File: src/rtl/display_convert_seq_pkg.sv
// rtl/display_convert_seq_pkg.sv - shared encodings and constants for the result display converter
package display_convert_seq_pkg;

   // Conversion sequencer states
   typedef enum logic [1:0] {
      ST_IDLE = 2'd0,
      ST_CONV = 2'd1,
      ST_DONE = 2'd2
   } state_t;

   // Display base selector values as driven on sel
   localparam logic [1:0] SEL_OCT   = 2'b00;
   localparam logic [1:0] SEL_HEX   = 2'b01;
   localparam logic [1:0] SEL_DEC   = 2'b10;
   localparam logic [1:0] SEL_BLANK = 2'b11;

   // All segments dark in the board's active-low sense
   localparam logic [6:0] SEG_BLANK = 7'b1111111;

   // One double-dabble iteration per input bit
   localparam logic [3:0] DEC_ITERATIONS = 4'd8;

   // Active-low {g,f,e,d,c,b,a} patterns; index 15 is leftmost so SEG_TABLE[d] is digit d
   localparam logic [15:0][6:0] SEG_TABLE = {
      7'b0001110,  // F
      7'b0000110,  // E
      7'b0100001,  // d
      7'b1000110,  // C
      7'b0000011,  // b
      7'b0001000,  // A
      7'b0010000,  // 9
      7'b0000000,  // 8
      7'b1111000,  // 7
      7'b0000010,  // 6
      7'b0010010,  // 5
      7'b0011001,  // 4
      7'b0110000,  // 3
      7'b0100100,  // 2
      7'b1111001,  // 1
      7'b1000000   // 0
   };

   // Double-dabble correction: a BCD nibble of 5 or more would overflow past 9 when doubled
   function automatic logic [3:0] bcd_add3(input logic [3:0] nib);
      return (nib >= 4'd5) ? (nib + 4'd3) : nib;
   endfunction

endpackage

File: src/rtl/display_convert_seq_if.sv
// rtl/display_convert_seq_if.sv - request and display bundle between the ULA and the result displays
interface display_convert_seq_if;

   logic       start;
   logic [7:0] bin;
   logic [1:0] sel;
   logic       busy;
   logic       done;
   logic [6:0] HEX0;
   logic [6:0] HEX1;
   logic [6:0] HEX2;

   // Requester side: issues conversions and watches the displays
   modport master (
      output start, bin, sel,
      input  busy, done, HEX0, HEX1, HEX2
   );

   // Converter side
   modport slave (
      input  start, bin, sel,
      output busy, done, HEX0, HEX1, HEX2
   );

endinterface

File: src/rtl/display_convert_seq_seg7_digit_encoder.sv
// rtl/display_convert_seq_seg7_digit_encoder.sv - one 7-segment digit encoder with blanking
module seg7_digit_encoder
   import display_convert_seq_pkg::*;
#(
   parameter bit SEG_ACTIVE_LOW = 1'b1
) (
   input  logic [3:0] i_digit,
   input  logic       i_blank,
   output logic [6:0] o_seg
);

   logic [6:0] w_seg_low;

   // Look up the active-low pattern, overriding with dark segments when blanked
   always_comb begin
      w_seg_low = SEG_TABLE[i_digit];
      if (i_blank) begin
         w_seg_low = SEG_BLANK;
      end
   end

   // Boards with active-high segments get every bit inverted
   assign o_seg = SEG_ACTIVE_LOW ? w_seg_low : ~w_seg_low;

endmodule

File: src/rtl/display_convert_seq.sv
// rtl/display_convert_seq.sv - sequential binary to octal/hex/decimal 7-segment result stage
module display_convert_seq
   import display_convert_seq_pkg::*;
#(
   parameter bit SEG_ACTIVE_LOW = 1'b1,
   parameter bit BLANK_HEX_MSD  = 1'b1
) (
   input  logic                 CLOCK_50,
   input  logic                 reset_debounced,
   display_convert_seq_if.slave bus
);

   state_t      r_state;
   state_t      w_state_next;

   logic [7:0]  r_shift;
   logic [11:0] r_bcd;
   logic [3:0]  r_iter;
   logic [1:0]  r_sel_q;

   logic [3:0]  r_dig0;
   logic [3:0]  r_dig1;
   logic [3:0]  r_dig2;
   logic [2:0]  r_blank;
   logic        r_done;

   logic        w_accept;
   logic        w_iter_last;
   logic [11:0] w_bcd_adj;
   logic [11:0] w_direct;
   logic [2:0]  w_blank_mask;

   // A start only counts while idle; requests during a conversion are dropped
   assign w_accept    = (r_state == ST_IDLE) && bus.start;
   assign w_iter_last = (r_iter == (DEC_ITERATIONS - 4'd1));

   // All three nibbles are corrected in parallel before the shift
   assign w_bcd_adj = {bcd_add3(r_bcd[11:8]), bcd_add3(r_bcd[7:4]), bcd_add3(r_bcd[3:0])};

   // Octal and hex digits are plain bit slices of the captured value
   always_comb begin
      w_direct = 12'h000;
      case (r_sel_q)
         SEL_OCT: w_direct = {2'b00, r_shift[7:6], 1'b0, r_shift[5:3], 1'b0, r_shift[2:0]};
         SEL_HEX: w_direct = {4'h0, r_shift[7:4], r_shift[3:0]};
         default: w_direct = 12'h000;
      endcase
   end

   // Which displays go dark for the captured base
   always_comb begin
      w_blank_mask = 3'b000;
      case (r_sel_q)
         SEL_BLANK: w_blank_mask = 3'b111;
         SEL_HEX:   w_blank_mask = {BLANK_HEX_MSD, 2'b00};
         default:   w_blank_mask = 3'b000;
      endcase
   end

   // State register
   always_ff @(posedge CLOCK_50 or negedge reset_debounced) begin
      if (!reset_debounced) begin
         r_state <= ST_IDLE;
      end else begin
         r_state <= w_state_next;
      end
   end

   // Next state: decimal spends eight edges in CONV, every other base just one
   always_comb begin
      w_state_next = r_state;
      case (r_state)
         ST_IDLE: begin
            if (bus.start) begin
               w_state_next = ST_CONV;
            end
         end
         ST_CONV: begin
            if ((r_sel_q != SEL_DEC) || w_iter_last) begin
               w_state_next = ST_DONE;
            end
         end
         ST_DONE: w_state_next = ST_IDLE;
         default: w_state_next = ST_IDLE;
      endcase
   end

   // Capture on accept, then run the shift-add-3 loop or the direct slice in CONV
   always_ff @(posedge CLOCK_50 or negedge reset_debounced) begin
      if (!reset_debounced) begin
         r_shift <= 8'h00;
         r_bcd   <= 12'h000;
         r_iter  <= 4'd0;
         r_sel_q <= SEL_OCT;
      end else if (w_accept) begin
         r_shift <= bus.bin;
         r_sel_q <= bus.sel;
         r_bcd   <= 12'h000;
         r_iter  <= 4'd0;
      end else if (r_state == ST_CONV) begin
         if (r_sel_q == SEL_DEC) begin
            {r_bcd, r_shift} <= {w_bcd_adj[10:0], r_shift, 1'b0};
            r_iter           <= r_iter + 4'd1;
         end else begin
            r_bcd <= w_direct;
         end
      end
   end

   // Displayed digits only move at the DONE edge, so partial results never show
   always_ff @(posedge CLOCK_50 or negedge reset_debounced) begin
      if (!reset_debounced) begin
         r_dig0  <= 4'd0;
         r_dig1  <= 4'd0;
         r_dig2  <= 4'd0;
         r_blank <= 3'b000;
         r_done  <= 1'b0;
      end else begin
         r_done <= (r_state == ST_DONE);
         if (r_state == ST_DONE) begin
            r_dig0  <= r_bcd[3:0];
            r_dig1  <= r_bcd[7:4];
            r_dig2  <= r_bcd[11:8];
            r_blank <= w_blank_mask;
         end
      end
   end

   seg7_digit_encoder #(.SEG_ACTIVE_LOW(SEG_ACTIVE_LOW)) u_enc0 (
      .i_digit (r_dig0),
      .i_blank (r_blank[0]),
      .o_seg   (bus.HEX0)
   );

   seg7_digit_encoder #(.SEG_ACTIVE_LOW(SEG_ACTIVE_LOW)) u_enc1 (
      .i_digit (r_dig1),
      .i_blank (r_blank[1]),
      .o_seg   (bus.HEX1)
   );

   seg7_digit_encoder #(.SEG_ACTIVE_LOW(SEG_ACTIVE_LOW)) u_enc2 (
      .i_digit (r_dig2),
      .i_blank (r_blank[2]),
      .o_seg   (bus.HEX2)
   );

   assign bus.busy = (r_state != ST_IDLE);
   assign bus.done = r_done;

endmodule

File: src/flat_wrapper.sv
// flat-port wrapper written by rule: the top's interface ports become plain ports
module display_convert_seq_flat import display_convert_seq_pkg::*;
#(
   parameter bit SEG_ACTIVE_LOW = 1'b1,
   parameter bit BLANK_HEX_MSD  = 1'b1
)
  (CLOCK_50, reset_debounced, bus_start, bus_bin, bus_sel, bus_busy, bus_done, bus_HEX0, bus_HEX1, bus_HEX2);
  display_convert_seq_if bus_i ();
  input  logic CLOCK_50;
  input  logic reset_debounced;
  input wire logic [$bits(bus_i.start)-1:0] bus_start;
  input wire logic [$bits(bus_i.bin)-1:0] bus_bin;
  input wire logic [$bits(bus_i.sel)-1:0] bus_sel;
  output wire logic [$bits(bus_i.busy)-1:0] bus_busy;
  output wire logic [$bits(bus_i.done)-1:0] bus_done;
  output wire logic [$bits(bus_i.HEX0)-1:0] bus_HEX0;
  output wire logic [$bits(bus_i.HEX1)-1:0] bus_HEX1;
  output wire logic [$bits(bus_i.HEX2)-1:0] bus_HEX2;
  assign bus_i.start = bus_start;
  assign bus_i.bin = bus_bin;
  assign bus_i.sel = bus_sel;
  assign bus_busy = bus_i.busy;
  assign bus_done = bus_i.done;
  assign bus_HEX0 = bus_i.HEX0;
  assign bus_HEX1 = bus_i.HEX1;
  assign bus_HEX2 = bus_i.HEX2;
  display_convert_seq #(.SEG_ACTIVE_LOW(SEG_ACTIVE_LOW), .BLANK_HEX_MSD(BLANK_HEX_MSD)) u_core (.CLOCK_50(CLOCK_50), .reset_debounced(reset_debounced), .bus(bus_i));
endmodule
File: config.mk
export PLATFORM = sky130hd
export DESIGN_NAME = display_convert_seq_flat
export DESIGN_NICKNAME = d
export VERILOG_FILES = /design/src/rtl/display_convert_seq_pkg.sv /design/src/rtl/display_convert_seq_if.sv /design/src/rtl/display_convert_seq_seg7_digit_encoder.sv /design/src/rtl/display_convert_seq.sv /design/src/flat_wrapper.sv
export SDC_FILE = /design/constraint.sdc
export NUM_CORES = 1
export LEC_CHECK = 0
export BUFFER_PORTS_ARGS = -buffer_cell sky130_fd_sc_hd__buf_2
export CAP_MARGIN = 15
export CORE_ASPECT_RATIO = 1.4
export CORE_MARGIN = 3
export CORE_UTILIZATION = 50
export CTS_BUF_LIST = sky130_fd_sc_hd__clkbuf_4
export CTS_CLUSTER_DIAMETER = 60
export DETAILED_ROUTE_END_ITERATION = 7
export GPL_ROUTABILITY_DRIVEN = 0
export GPL_TIMING_DRIVEN = 0
export PLACE_DENSITY_LB_ADDON = 0.25
export RECOVER_POWER = 100
export SYNTH_ARGS = -nofsm -noshare
export SYNTH_HDL_FRONTEND = slang
export SYNTH_SLANG_ARGS = --single-unit
File: constraint.sdc
create_clock -name CLOCK_50 -period 4.2 [get_ports CLOCK_50]
set_clock_uncertainty 0.05 [all_clocks]
set_input_delay 0.84 -clock CLOCK_50 [delete_from_list [all_inputs] [get_ports CLOCK_50]]
set_output_delay 0.84 -clock CLOCK_50 [all_outputs]
set_load 0.03 [all_outputs]
==> Word-level counts from Yosys, hierarchy flattened <==
Memories as Yosys holds them, arrays and structs flattened.
Index checks and enable logic that the tools add are counted.
{ "word_totals": {"register_bits": 44, "mem_bits_ro": 336, "out_inout_bits": 23, "word_cells": 64, "mem_count": 3} }
{ "mem_list": {"columns": ["name", "words", "width", "read_ports", "rd_clocked_by_memory_dff", "wr", "line", "text"], "rows": [
  ["(name not given)", 16, 7, 1, 0, 0, "display_convert_seq_seg7_digit_encoder.sv:16", "w_seg_low = SEG_TABLE[i_digit];"],
  ["(name not given)", 16, 7, 1, 0, 0, "display_convert_seq_seg7_digit_encoder.sv:16", null],
  ["(name not given)", 16, 7, 1, 0, 0, "display_convert_seq_seg7_digit_encoder.sv:16", null]
]} }
{ "op_classes": {"addsub": 4, "magnitude_cmp": 6, "eq_ne": 9, "mux": 23, "reduce_logical": 9} }
{ "ops": {"columns": ["op", "count"], "rows": [
  ["2-to-1 mux 7 bit", 6],
  ["2-to-1 mux 12 bit", 3],
  ["2-to-1 mux 8 bit", 3],
  ["2-to-1 mux 4 bit", 5],
  ["case mux 10 bit (2 select lines)", 1],
  ["less-than comparator 4 x 5 -> 1 bit, second input constant", 3],
  ["greater-or-equal comparator 4 x 3 -> 1 bit, second input constant", 3],
  ["adder 4 x 2 -> 4 bit, second input constant", 2],
  ["== test 2 bit, second input constant", 3],
  ["case mux 3 bit (2 select lines)", 1],
  ["nonzero test 2 bit", 3],
  ["adder 4 x 1 -> 4 bit, second input constant", 1],
  ["== test 2 x 1 -> 1 bit, second input constant", 2],
  ["== test 4 x 3 -> 1 bit, second input constant", 1],
  ["logical NOT 2 bit", 2],
  ["2-to-1 mux 2 bit", 2],
  ["!= test 2 bit, second input constant", 2],
  ["case mux 2 bit (2 select lines)", 1],
  ["AND reduction 2 bit", 2],
  ["adder 3 x 2 -> 3 bit, second input constant", 1],
  ["2-to-1 mux 3 bit", 1],
  ["!= test 2 x 1 -> 1 bit, second input constant", 1],
  ["logical AND 1 bit", 1],
  ["logical OR 1 bit", 1]
]} }

==> Depth between registers and ports, before layout <==
{ "depth": {"depth_word": 5, "ltp_mapped": 6, "mapped_depth_nobuf": 6} }

==> By module <==
Synthesis repeated with hierarchy kept, for this count alone.
{ "unflattened": {"hier_cells": 335, "area_unflattened_um2": 3011.6} }
{ "modules_own_cells": {"columns": ["module", "n_inst", "cells_each", "area_each_um2"], "rows": [
  ["display_convert_seq", 1, 226, 2139.6],
  ["seg7_digit_encoder at u_core.u_enc1 ...", 2, 35, 299.0],
  ["seg7_digit_encoder at u_core.u_enc0", 1, 39, 274.0]
]} }

==> Least setup slack after synthesis <==
OpenSTA, ideal clock, no wires.
{ "synth_timing": {"kind": "flip-flop to output port", "startpoint": "reg u_core.r_dig1[1]", "endpoint": "out bus_HEX1[0]", "arrival_ps": 2007, "slack_ps": 1303, "stages_incl_launch_ff": 5, "path_buffers": 0, "cell_sequence": "dfrtp_1 inv_1 ha_1 nor2b_1 o311ai_0"} }
{ "synth_between": {"elab_chain_len": 3} }
{ "synth_lines": {"columns": ["item", "line", "text"], "rows": [
  ["start: declaration", "display_convert_seq.sv:22", "logic [3:0] r_dig1;"],
  ["start signal: assignment", "display_convert_seq.sv:122", "r_dig1 <= r_bcd[7:4];"],
  ["memory read (16 x 7 bit)", null, null],
  ["2-to-1 mux 7 bit (not written as such)", "display_convert_seq_seg7_digit_encoder.sv:16", null],
  ["2-to-1 mux 7 bit", "display_convert_seq_seg7_digit_encoder.sv:17", "if (i_blank) begin"],
  ["end: declaration", "flat_wrapper.sv:17", "output wire logic [$bits(bus_i.HEX1)-1:0] bus_HEX1;"]
]} }
Every way passes these cells. The select of a mux whose other input is x is not followed.

==> Worst setup path after layout <==
{ "layout_timing": {"startpoint": "reg u_core.r_dig2[0]", "endpoint": "out bus_HEX2[3]"} }
{ "layout_between": {"elab_chain_len": 3} }
{ "layout_lines": {"columns": ["item", "line", "text"], "rows": [
  ["start: declaration", "display_convert_seq.sv:23", "logic [3:0] r_dig2;"],
  ["start signal: assignment", "display_convert_seq.sv:123", "r_dig2 <= r_bcd[11:8];"],
  ["memory read (16 x 7 bit)", null, null],
  ["2-to-1 mux 7 bit (not written as such)", "display_convert_seq_seg7_digit_encoder.sv:16", null],
  ["2-to-1 mux 7 bit", "display_convert_seq_seg7_digit_encoder.sv:17", null],
  ["end: declaration", "flat_wrapper.sv:18", "output wire logic [$bits(bus_i.HEX2)-1:0] bus_HEX2;"]
]} }
Every way passes these cells. The select of a mux whose other input is x is not followed.

==> summary by stage <==
Timing
Setup violations remaining at the end of the flow were counted as 0. In the final timing run, aggregate negative setup slack is 0 ns. The worst slew margin relative to its limit is -0.510. The number of max-slew violations in the final report was 44. Setup repair after global routing left no endpoint under its margin. The pin slew with the least headroom to its limit is 2.26 ns. The highest achievable clock rate is 329 MHz. The final critical-path share of the clock period is 0.724. The number of hold-slack violations in the final timing report is 0. The worst path needs 3.04 ns of the cycle, external delays included.

Power
The internal power summed over all cells is 1.24 mW. For this design the ratio of total power to cell area is 807 nW/µm². The static leakage is 1.44 nW. The net switching component of the power is 1.34 mW. Of the total power, the clock network draws 0.098.

Of the total power, registers draw 0.286. The fraction of power spent switching nets is 0.520. The share of total power in combinational logic is 0.615. The post-route total power is 2.58 mW. IR analysis of the VDD net gives a maximum drop of 0.451 mV.

CTS
The post-cts repair resize count is 0. For the worst-skew pair, the clock arrives at the later sink with an insertion delay of 0.35 ns. The root buffer cell chosen for the clock tree is clkbuf_4. The count of hold buffers inserted by post-cts repair is 0. In this run the number of H-tree levels came out at 2. The number of setup buffers added after CTS is 0.

The clock transition time at the flip-flop clock pins of the worst setup and hold paths is 0.12 ns. The number of sinks handled by clock tree synthesis is 43. The clock tree from TritonCTS is done. The total clock buffers created by CTS is 5. The number of buffers between clock root and the deepest sink is 2.

Synthesis
Each instance of the synthesized netlist takes up on average 9.08 µm². The proportion of synthesized chip area in sequential cells is 0.369. The compound-gate portion of the synthesized area was 0.194. By area, the combinational part of the netlist is dominated by compound AO/OA/AOI/OAI gates. The most used flip-flop cell after synthesis is dfrtp_1. The count of synthesis-stage warnings from yosys is 0. Of the post-synthesis cell area, the dominant cell type holds 0.369. Sorting the synthesized cells by area gives the leading types as dfrtp_1, ha_1, nand2_1, nor2_1, a21oi_1. The total standard cell area after synthesis is 2920 µm². The number of different library cells used by synthesis comes to 47. The synthesized design contains 0 enable-type register cells.

The simple-gate portion of the synthesized area is 0.176. dfrtp_1 takes more of the synthesized area than any other cell. In this run, synthesis produced a sequential element count of 43. The arithmetic-cell share of the synthesized area counting full adders, half adders and majority gates is 0.107. The share of flip-flops with an asynchronous set or reset after synthesis is 1.00. Measured against the total synthesized area, the mux share comes to 0.0777.

The number of nets handed over by synthesis was 359. Of the total synthesized cell area, the portion taken by XOR and XNOR cells is 0.0150. The number of instances in the synthesized netlist is 321.

Routing
The final routed wirelength across all metal layers is 5860 µm. The ratio of routed vias to standard cells is 5.50. After detailed routing, the average wire length per cell comes to 13.6 µm.

The DRC violation count after routing is 0. The overall via count from detail_route is 2377. The detailed router finished its first iteration with 95 violations. The number of detailed-route iterations in the first pass is 4. The count of nets left with antenna violations once routing finished came out at 0.

Min path
The worst hold path begins at u_core.r_bcd[9]. The instance count along the most critical hold path is 2. The tightest min-delay check is of the flip-flop to flip-flop type. The sink of the worst hold path is u_core.r_bcd[9].

Critical path
The source of the worst register-to-register timing path is u_core.r_sel_q[1]. The data required time at the worst endpoint is 3.31 ns. The number of cells on the worst reg-to-reg path is 5. The setup path with the least slack is of type flip-flop to output pin.

The worst setup path is launched from a flip-flop. The largest fanout of any net on the critical path is 7. The destination of the worst register-to-register timing path is u_core.r_iter[0]. The register-to-register setup slack is 2.20 ns. Data on the critical path arrives at its endpoint at 2.15 ns.

The worst setup path is captured at an output pin.

GRT
The overflow left after global routing is 0. The number of global-route vias before repair is 2347. The global-route wire length before repair is 10600 µm.

The overall global routing resource usage is 0.188. Entering global routing, the biggest net connects 44 pins. The initial antenna violation count came to 0.

Final layout
The final layout contains 401 nets. 0 antenna diodes ended up in the layout. The layout-stage area growth over the synthesis result is 9.53%.

The fraction of layout instances using a drive strength above 1 is 0.0934. The library cells used most frequently in the layout, excluding fill and tap cells, are dfrtp_1, clkbuf_1, nand2_1. Counting the fill cells in the layout gives 539. The most frequent standard cell in the layout excluding fill and tap cells is dfrtp_1.

Place
The count of buffers added on input and output ports is 35. The placed wire-length estimate after detailed placement is 4420 µm.

Floorplanning
The standard cell core area is 5570 µm². From left edge to right edge, the die measures 70.5 µm. The die area is 6800 µm². The initial core utilization is 0.524. In this run the core area contains 32 standard-cell rows. The floorplan step set the die height to 96.4 µm. The top-level I/O count is 36.

Run status
The final reports fail on capacitance limit, slew limit. The flow ran to the end, but the final reports show violations.

Job
The count of maximum capacitance violations is 1.
cell families after synthesis:
| family | Yosys count |
|---|---|
| muxes | 20 |
| adders and majority gates | 25 |
| and+or+nand+nor | 105 |
| xor gates and xnor gates | 5 |
| buffers and inverters | 36 |
| AOI/OAI and AO/OA | 87 |
| DFF | 43 |
power groups by stage:
| stage | Combinational (mW) | Sequential [mW] | Clock [mW] |
|---|---|---|---|
| after detailed placement | 1.67 | 0.746 | 0 |
| final | 1.59 | 0.738 | 0.253 |
| after global placement | 1.64 | 0.740 | 0 |
| after floorplan | 1.30 | 0.699 | 0 |
| after CTS | 1.67 | 0.736 | 0.263 |
| after global routing | 1.79 | 0.763 | 0.275 |
layout make-up:
| cell class | count | area (µm²) | area share |
|---|---|---|---|
| well taps | 68 | 85.1 | 0.0266 |
| flip-flops and latches | 43 | 1080 | 0.337 |
| clock buffers | 5 | 37.5 | 0.0118 |
| plain buffers | 17 | 81.3 | 0.0255 |
| multi-input cells | 242 | 1660 | 0.520 |
| inverters | 19 | 71.3 | 0.0223 |
| clock inverters | 3 | 38.8 | 0.0121 |
| repair buffers | 35 | 144 | 0.0451 |
worst max path at each step:
stage                           from           to  slack, ns  cells after the start
finish              u_core.r_dig2[0]  bus_HEX2[3]       1.16                      6
global route        u_core.r_dig2[0]  bus_HEX2[3]       1.04                      6
CTS                 u_core.r_dig2[0]  bus_HEX2[3]       1.17                      6
detailed placement  u_core.r_dig2[0]  bus_HEX2[3]       1.59                      6
global placement    u_core.r_dig2[0]  bus_HEX2[3]       1.58                      6
floorplan           u_core.r_dig1[1]  bus_HEX1[0]       1.30                      4
flip-flops by register name (all words and copies together) (netlist names):
register         flops
u_core.r_iter        4
u_core.r_sel_q       2
u_core.r_shift       8
u_core.r_blank       2
u_core.r_dig1        4
u_core.r_dig2        4
u_core.bus.done      1
u_core.r_dig0        4
u_core.r_bcd        12
u_core.r_state       2
per-layer routing:
| metal | vias up | global-route usage | share of wire |
|---|---|---|---|
| met5 | - | 0 | 0 |
| met1 | 1104 | 0.228 | 0.44 |
| li1 | 1216 | - | - |
| met4 | 0 | 0.0486 | 0.013 |
| met3 | 7 | 0.0293 | 0.040 |
| met2 | 50 | 0.348 | 0.50 |
cell usage after synthesis, types with 2 or more instances:
| library cell | number |
|---|---|
| nand2_1 | 34 |
| a21boi_0 | 2 |
| mux2_2 | 6 |
| a32oi_1 | 2 |
| buf_6 | 3 |
| o21ai_1 | 11 |
| dfrtp_1 | 43 |
| a22oi_1 | 6 |
| o22ai_1 | 3 |
| nor2_1 | 31 |
| o21ai_0 | 14 |
| xnor2_1 | 4 |
| ha_1 | 25 |
| nor2b_1 | 6 |
| a221o_1 | 6 |
| inv_1 | 19 |
| a22o_1 | 3 |
| buf_2 | 9 |
| nand2b_1 | 11 |
| mux2_1 | 5 |
| o311ai_0 | 3 |
| a31oi_1 | 7 |
| nand3_1 | 9 |
| a211o_1 | 3 |
| nor3_1 | 4 |
| a21oi_1 | 17 |
| buf_4 | 2 |
| o211ai_1 | 4 |
| clkbuf_1 | 3 |
| o2bb2ai_1 | 2 |
| mux2i_1 | 8 |
worst max-delay path, cell delays in order (launching register included):
cell	delay, ns
dfrtp_1	0.48
inv_1	0.13
ha_1	0.29
inv_1	0.05
mux4_2	0.44
or2_1	0.21
clkbuf_1	0.21
per-stage QoR:
stage                     std cells  hold slack (ns)   util  setup slack (ns)  cell area [µm²]
final                           432            0.460  0.574              1.16             3190
after global routing            432            0.484  0.574              1.04             3190
after CTS                       432            0.463  0.584              1.17             3250
after detailed placement        424            0.432  0.571              1.59             3180
after global placement          424            0.437  0.571              1.58             3180
after floorplan                 321            0.411      -              1.30             2920
Note: power is estimated with default switching activity, not from simulation.
